[src/rtl/mips_multicycle_control.sv]
// Main control FSM for a multi-cycle MIPS-32 datapath (shared ALU, unified
// instruction/data memory, register file). It decodes opcode/funct and drives
// every datapath select and strobe. Memory states wait on mem_ready.
//
// Ports:
//   clk, rst                 rising-edge clock, synchronous active-high reset
//   opcode, funct            IR[31:26] and IR[5:0], held stable outside FETCH
//   zero                     ALU zero flag; the datapath ANDs it with pc_write_cond
//   mem_ready                memory access completes this cycle
//   pc_write..pc_source      datapath control, Moore-decoded from state
//   state                    current state encoding
//   illegal                  sticky illegal opcode/funct flag
//   retired                  retired-instruction count, wraps modulo 2^CNT_W
module mips_multicycle_control #(
   parameter int unsigned CNT_W = 32
) (
   input  logic             clk,
   input  logic             rst,
   input  logic [5:0]       opcode,
   input  logic [5:0]       funct,
   input  logic             zero,
   input  logic             mem_ready,
   output logic             pc_write,
   output logic             pc_write_cond,
   output logic             i_or_d,
   output logic             mem_read,
   output logic             mem_write,
   output logic             ir_write,
   output logic             mem_to_reg,
   output logic             reg_dst,
   output logic             reg_write,
   output logic             alu_src_a,
   output logic [1:0]       alu_src_b,
   output logic [2:0]       alu_ctrl,
   output logic [1:0]       pc_source,
   output logic [3:0]       state,
   output logic             illegal,
   output logic [CNT_W-1:0] retired
);

   typedef enum logic [3:0] {
      S_FETCH     = 4'd0,
      S_DECODE    = 4'd1,
      S_MEM_ADDR  = 4'd2,
      S_MEM_READ  = 4'd3,
      S_MEM_WB    = 4'd4,
      S_MEM_WRITE = 4'd5,
      S_R_EXEC    = 4'd6,
      S_R_WB      = 4'd7,
      S_BRANCH    = 4'd8,
      S_JUMP      = 4'd9,
      S_ADDI_EXEC = 4'd10,
      S_ADDI_WB   = 4'd11
   } state_e;

   localparam logic [5:0] OP_RTYPE = 6'h00;
   localparam logic [5:0] OP_LW    = 6'h23;
   localparam logic [5:0] OP_SW    = 6'h2B;
   localparam logic [5:0] OP_BEQ   = 6'h04;
   localparam logic [5:0] OP_J     = 6'h02;
   localparam logic [5:0] OP_ADDI  = 6'h08;

   localparam logic [5:0] FN_ADD = 6'h20;
   localparam logic [5:0] FN_SUB = 6'h22;
   localparam logic [5:0] FN_AND = 6'h24;
   localparam logic [5:0] FN_OR  = 6'h25;
   localparam logic [5:0] FN_SLT = 6'h2A;

   localparam logic [2:0] ALU_ADD = 3'b010;
   localparam logic [2:0] ALU_SUB = 3'b110;
   localparam logic [2:0] ALU_AND = 3'b000;
   localparam logic [2:0] ALU_OR  = 3'b001;
   localparam logic [2:0] ALU_SLT = 3'b111;

   state_e           state_q, state_d;
   logic             illegal_q, illegal_d;
   logic [CNT_W-1:0] retired_q, retired_d;
   logic             retire_c;

   // The zero flag is consumed by the datapath PC-enable gate, not here.
   logic unused_zero;
   assign unused_zero = zero;

   // State, counter and sticky flag registers.
   always_ff @(posedge clk) begin
      if (rst) begin
         state_q   <= S_FETCH;
         illegal_q <= 1'b0;
         retired_q <= '0;
      end else begin
         state_q   <= state_d;
         illegal_q <= illegal_d;
         retired_q <= retired_d;
      end
   end

   // Next-state and Moore output decode; memory strobes qualified by mem_ready.
   always_comb begin
      state_d       = state_q;
      illegal_d     = illegal_q;
      retire_c      = 1'b0;
      pc_write      = 1'b0;
      pc_write_cond = 1'b0;
      i_or_d        = 1'b0;
      mem_read      = 1'b0;
      mem_write     = 1'b0;
      ir_write      = 1'b0;
      mem_to_reg    = 1'b0;
      reg_dst       = 1'b0;
      reg_write     = 1'b0;
      alu_src_a     = 1'b0;
      alu_src_b     = 2'b00;
      alu_ctrl      = 3'b000;
      pc_source     = 2'b00;

      unique case (state_q)
         S_FETCH: begin
            mem_read  = 1'b1;
            alu_src_b = 2'b01;
            alu_ctrl  = ALU_ADD;
            if (mem_ready) begin
               ir_write = 1'b1;
               pc_write = 1'b1;
               state_d  = S_DECODE;
            end
         end
         S_DECODE: begin
            // Branch target is precomputed here into ALUOut.
            alu_src_b = 2'b11;
            alu_ctrl  = ALU_ADD;
            case (opcode)
               OP_RTYPE:     state_d = S_R_EXEC;
               OP_LW, OP_SW: state_d = S_MEM_ADDR;
               OP_BEQ:       state_d = S_BRANCH;
               OP_J:         state_d = S_JUMP;
               OP_ADDI:      state_d = S_ADDI_EXEC;
               default: begin
                  state_d   = S_FETCH;
                  illegal_d = 1'b1;
               end
            endcase
         end
         S_MEM_ADDR: begin
            alu_src_a = 1'b1;
            alu_src_b = 2'b10;
            alu_ctrl  = ALU_ADD;
            state_d   = (opcode == OP_LW) ? S_MEM_READ : S_MEM_WRITE;
         end
         S_MEM_READ: begin
            mem_read = 1'b1;
            i_or_d   = 1'b1;
            if (mem_ready) state_d = S_MEM_WB;
         end
         S_MEM_WB: begin
            reg_write  = 1'b1;
            mem_to_reg = 1'b1;
            state_d    = S_FETCH;
            retire_c   = 1'b1;
         end
         S_MEM_WRITE: begin
            mem_write = 1'b1;
            i_or_d    = 1'b1;
            if (mem_ready) begin
               state_d  = S_FETCH;
               retire_c = 1'b1;
            end
         end
         S_R_EXEC: begin
            alu_src_a = 1'b1;
            state_d   = S_R_WB;
            case (funct)
               FN_ADD:  alu_ctrl = ALU_ADD;
               FN_SUB:  alu_ctrl = ALU_SUB;
               FN_AND:  alu_ctrl = ALU_AND;
               FN_OR:   alu_ctrl = ALU_OR;
               FN_SLT:  alu_ctrl = ALU_SLT;
               default: begin
                  // Unknown funct aborts without a register write.
                  alu_ctrl  = ALU_ADD;
                  state_d   = S_FETCH;
                  illegal_d = 1'b1;
               end
            endcase
         end
         S_R_WB: begin
            reg_write = 1'b1;
            reg_dst   = 1'b1;
            state_d   = S_FETCH;
            retire_c  = 1'b1;
         end
         S_BRANCH: begin
            alu_src_a     = 1'b1;
            alu_ctrl      = ALU_SUB;
            pc_write_cond = 1'b1;
            pc_source     = 2'b01;
            state_d       = S_FETCH;
            retire_c      = 1'b1;
         end
         S_JUMP: begin
            pc_write  = 1'b1;
            pc_source = 2'b10;
            state_d   = S_FETCH;
            retire_c  = 1'b1;
         end
         S_ADDI_EXEC: begin
            alu_src_a = 1'b1;
            alu_src_b = 2'b10;
            alu_ctrl  = ALU_ADD;
            state_d   = S_ADDI_WB;
         end
         S_ADDI_WB: begin
            reg_write = 1'b1;
            state_d   = S_FETCH;
            retire_c  = 1'b1;
         end
         default: begin
            state_d = S_FETCH;
         end
      endcase

      // Strobes must be quiet during reset even though state clears on the edge.
      if (rst) begin
         pc_write      = 1'b0;
         pc_write_cond = 1'b0;
         mem_read      = 1'b0;
         mem_write     = 1'b0;
         ir_write      = 1'b0;
         reg_write     = 1'b0;
      end
   end

   assign retired_d = retired_q + CNT_W'(retire_c);

   assign state   = state_q;
   assign illegal = illegal_q;
   assign retired = retired_q;

endmodule

[config.mk]
export PLATFORM = sky130hd
export DESIGN_NAME = mips_multicycle_control
export DESIGN_NICKNAME = d
export VERILOG_FILES = /design/src/rtl/mips_multicycle_control.sv
export SDC_FILE = /design/constraint.sdc
export NUM_CORES = 1
export LEC_CHECK = 0
export CORE_AREA = 2 2 62 79
export CTS_BUF_LIST = sky130_fd_sc_hd__clkbuf_8 sky130_fd_sc_hd__clkbuf_16
export DETAILED_ROUTE_END_ITERATION = 7
export DIE_AREA = 0 0 64 81
export PLACE_DENSITY_LB_ADDON = 0.2
export SYNTH_ARGS = -nofsm -noshare
export SYNTH_HDL_FRONTEND = slang
export SYNTH_SLANG_ARGS = --single-unit
[constraint.sdc]
create_clock -name clk -period 6.92 [get_ports clk]
set_input_delay 1.73 -clock clk [delete_from_list [all_inputs] [get_ports clk]]
set_output_delay 1.73 -clock clk [all_outputs]
set_load 0.02 [all_outputs]
==> results.txt <==
----------------------------------------------------
[Final layout]
  Antenna diode count ... 0
  Utilization after layout ... 66.0%
  Net count of the finished layout ... 349
  Summed area of non-filler cells in the final layout ... 0.00298 mm^2
  Area added between synthesis and finish ... 37.5%
  Fraction of final layout cells sized beyond drive strength 1 ... 5.12%

[Routing]
  Routed wire length ... 5.37 mm
  DRC violation count after routing ... 0
  Met3 routed WL ... 230 um
  Routed vias/inst ... 5.77
  Number of violations reported at the end of detailed-routing iteration 0 ... 132
  Number of detailed-route iterations in the first pass ... 4
  Total number of vias ... roughly 2,300
  Antenna Violating Nets Remaining ... 0
  Length of routed met2 wiring ... 2.73 mm
  Uppermost layer routed ... met4
  Routed length on met1 ... 2.38 mm
  Average wire length per cell after detail routing ... 13.7 um

[Clock network]
  Number of sinks on the clock net ... 37
  Clock edge transition at the registers on the reported setup and hold paths ... 0.07 ns
  Source-to-sink clock delay at the later pin of the worst-skew pair ... 0.28 ns
  Hold Buf Count CTS ... 0
  Total of cells resized after clock tree synthesis ... 0
  Number of buffers created by CTS ... 5
  CTS tree ... done
  CTS HTree Levels ... 2
  Maximum root-to-sink buffer count ... 2
  # Post-CTS Setup Buffers ... 0
  Root Buffer Master ... sky130_fd_sc_hd__clkbuf_8

[Placement]
  IO Port Bufs ... 68
  Instance area after placement ... 0.00285 mm^2
  Worst Setup Slack post-DPL ... 1.57 ns
  Dpl hpwl ... between 3 and 4 mm
  Global placer's final weighted congestion ... 0.801

[Critical path]
  Setup crit start kind ... input port
  Crit path required time ... 5.19 ns
  Number of cells on the worst reg-to-reg path ... 9
  Critical R2R Capture ... retired[22]
  Start point of the critical path ... funct[1]
  Maximum fanout along the worst path ... 4
  Worst setup EP type ... output port
  Flop-to-flop setup slack ... 3.59 ns
  Crit Path Category ... input port to output port
  Termination of the worst setup path ... alu_ctrl[1]
  Arrival @ worst endpoint ... 3.62 ns
  Launch point of the worst reg-to-reg path ... state[1]

[Timing]
  Number of hold violations in the final report ... 0
  Post-route clock skew ... between 0.005 and 0.006 ns
  Final-report setup violation count ... 0
  Number of max-slew violations in the final report ... 0
  Transition at the pin with the smallest max-transition slack ... 0.637 ns
  Slew Limit Headroom ... 57.5%
  Final worst setup slack ... between 1.5 and 2 ns
  Highest Clock Rate ... around 0.19 GHz
  Crit share post-route ... a little under 80%
  RSZ-0062 raised after global routing ... false
  Minimum period implied by the final worst setup slack ... 5.35 ns
  Post-route setup TNS ... 0 ns

[Yosys]
  Number of distinct library cells after synthesis ... 46
  Synthesis-stage register bit count ... 37
  Yosys warning total ... 0
  Cell count after synthesis ... 275
  Most frequently used flop master after synthesis ... sky130_fd_sc_hd__dfxtp_1
  Number of enable-type register cells in the synthesized netlist ... 0
  Synthesized net count ... around 300
  Mapped cell area ... 0.00217 mm^2
  Post-synth ARST share ... 0%
  Average size of a mapped cell ... 7.89 um^2
  Proportion of synthesized chip area in sequential cells ... 34.1%

[Min path]
  Min-delay worst type ... flip-flop to flip-flop

[Die]
  I/O pin total ... 70
  Die extent in y ... 81 um
  Site Rows ... 28
  Core ar. ... 0.00452 mm^2
  Die footprint ... 0.00518 mm^2
  Die boundary width ... between 60 and 70 um
  Effective utilization at floorplan ... between 40% and 50%

[GRT]
  Wire length of the first global-routing pass ... 9.13 mm
  Maximum number of pins on one net before global-route repair ... 36
  Total Routing Usage GR ... 21.7%
  Number of antenna violations at the first check in global routing ... 0
  GRT Residual Overflow ... 0
  Via count of the first global-routing pass ... 2,010

[Power]
  Maximum vdd drop ... 0.0976 mV
  Pwr Density ... 161 mW/mm^2
  Sum of internal, switching and leakage power ... between 0.4 and 0.5 mW
  Leakage power ... 0.952 nW

[Run status]
  Result of the run ... completed

[Flow run]
  # Max-Cap Violations ... 0

----------------------------------------------------
## synthesized netlist by cell type (7+ instances only)
cell / number / area share, %
sky130_fd_sc_hd__a21oi_1: 26 / 6.0
sky130_fd_sc_hd__nand2_1: 16 / 2.8
sky130_fd_sc_hd__xor2_1: 7 / 2.8
sky130_fd_sc_hd__clkbuf_1: 17 / 2.9
sky130_fd_sc_hd__dfxtp_1: 37 / 34
sky130_fd_sc_hd__or4_1: 12 / 4.2
sky130_fd_sc_hd__nor3_1: 10 / 2.3
sky130_fd_sc_hd__o31ai_1: 12 / 4.2
sky130_fd_sc_hd__nand4_1: 7 / 2.0
sky130_fd_sc_hd__nor2_1: 24 / 4.2
sky130_fd_sc_hd__o21ai_0: 12 / 2.8
sky130_fd_sc_hd__nor2b_1: 8 / 2.3
sky130_fd_sc_hd__or3_1: 7 / 2.0
sky130_fd_sc_hd__nand3_1: 8 / 1.8
sky130_fd_sc_hd__inv_1: 10 / 1.7
## final cells by class
cell class | instances | area, um^2
fill | 412 | 1540
multi-input combinational | 208 | 1310
sequential | 37 | 741
timing repair buffer | 69 | 688
tap | 60 | 75.1
clock buffer | 5 | 68.8
clock inverter | 3 | 65.1
inverter | 10 | 37.5
## per-layer routing
layer / up-vias / global-route usage, %
met5: - / 0
met4: 0 / 7.39
met3: 2 / 2.91
met2: 65 / 40.2
met1: 1064 / 25.5
li1: 1131 / -
## registers in the layout, summed over array words and instances (netlist names)
signal and flops:
retired 32, state 4, illegal 1
## worst min-delay path by stage
stage | to | cells after the start | from
global route | retired[13] | 2 | retired[13]
floorplan | retired[30] | 2 | retired[30]
detailed placement | retired[30] | 2 | retired[30]
CTS | retired[30] | 2 | retired[30]
finish | retired[29] | 2 | retired[29]
global placement | retired[30] | 2 | retired[30]
## cell families after synthesis
| logic type | share of synthesized area [%] |
|---|---|
| simple gates | 32.1 |
| compound gates | 19.7 |
| flops | 34.1 |
| buf+inv | 5.59 |
| xor+xnor | 5.25 |
| mux | 2.08 |
| fa+ha+maj | 1.15 |
## per-stage QoR
| step | hold WS [ns] | cells |
|---|---|---|
| finish | 0.495 | 392 |
| global route | 0.545 | 392 |
| CTS | 0.506 | 392 |
| detailed placement | 0.495 | 384 |
| global placement | 0.478 | 384 |
| floorplan | 0.563 | 275 |
## critical path, stage by stage
cell                              delay, ns
sky130_fd_sc_hd__clkdlybuf4s50_1       0.51
sky130_fd_sc_hd__nor3b_1               0.41
sky130_fd_sc_hd__o21ai_0               0.17
sky130_fd_sc_hd__a21oi_1               0.16
sky130_fd_sc_hd__o21ai_0               0.09
sky130_fd_sc_hd__clkdlybuf4s50_1       0.57
## where the power goes
group | leakage, nW | internal [mW] | switching, mW | total (mW)
Clock | 0.0681 | 0.143 | 0.0762 | 0.219
Sequential | 0.298 | 0.214 | 0.00328 | 0.217
Combinational | 0.585 | 0.0209 | 0.0216 | 0.0425
## layout by cell type (no fill, tap or decap), types with 7 or more instances in the layout
master / n
sky130_fd_sc_hd__dfxtp_1: 37
sky130_fd_sc_hd__a21oi_1: 26
sky130_fd_sc_hd__clkdlybuf4s50_1: 68
sky130_fd_sc_hd__nand2_1: 16
sky130_fd_sc_hd__o21ai_0: 12
sky130_fd_sc_hd__xor2_1: 7
sky130_fd_sc_hd__or4_1: 12
sky130_fd_sc_hd__nor3_1: 10
sky130_fd_sc_hd__nor2_1: 24
sky130_fd_sc_hd__or3_1: 7
sky130_fd_sc_hd__nand4_1: 7
sky130_fd_sc_hd__nor2b_1: 8
sky130_fd_sc_hd__nand3_1: 8
sky130_fd_sc_hd__inv_1: 10
sky130_fd_sc_hd__o31ai_1: 12
Note: power is estimated with default switching activity, not from simulation.
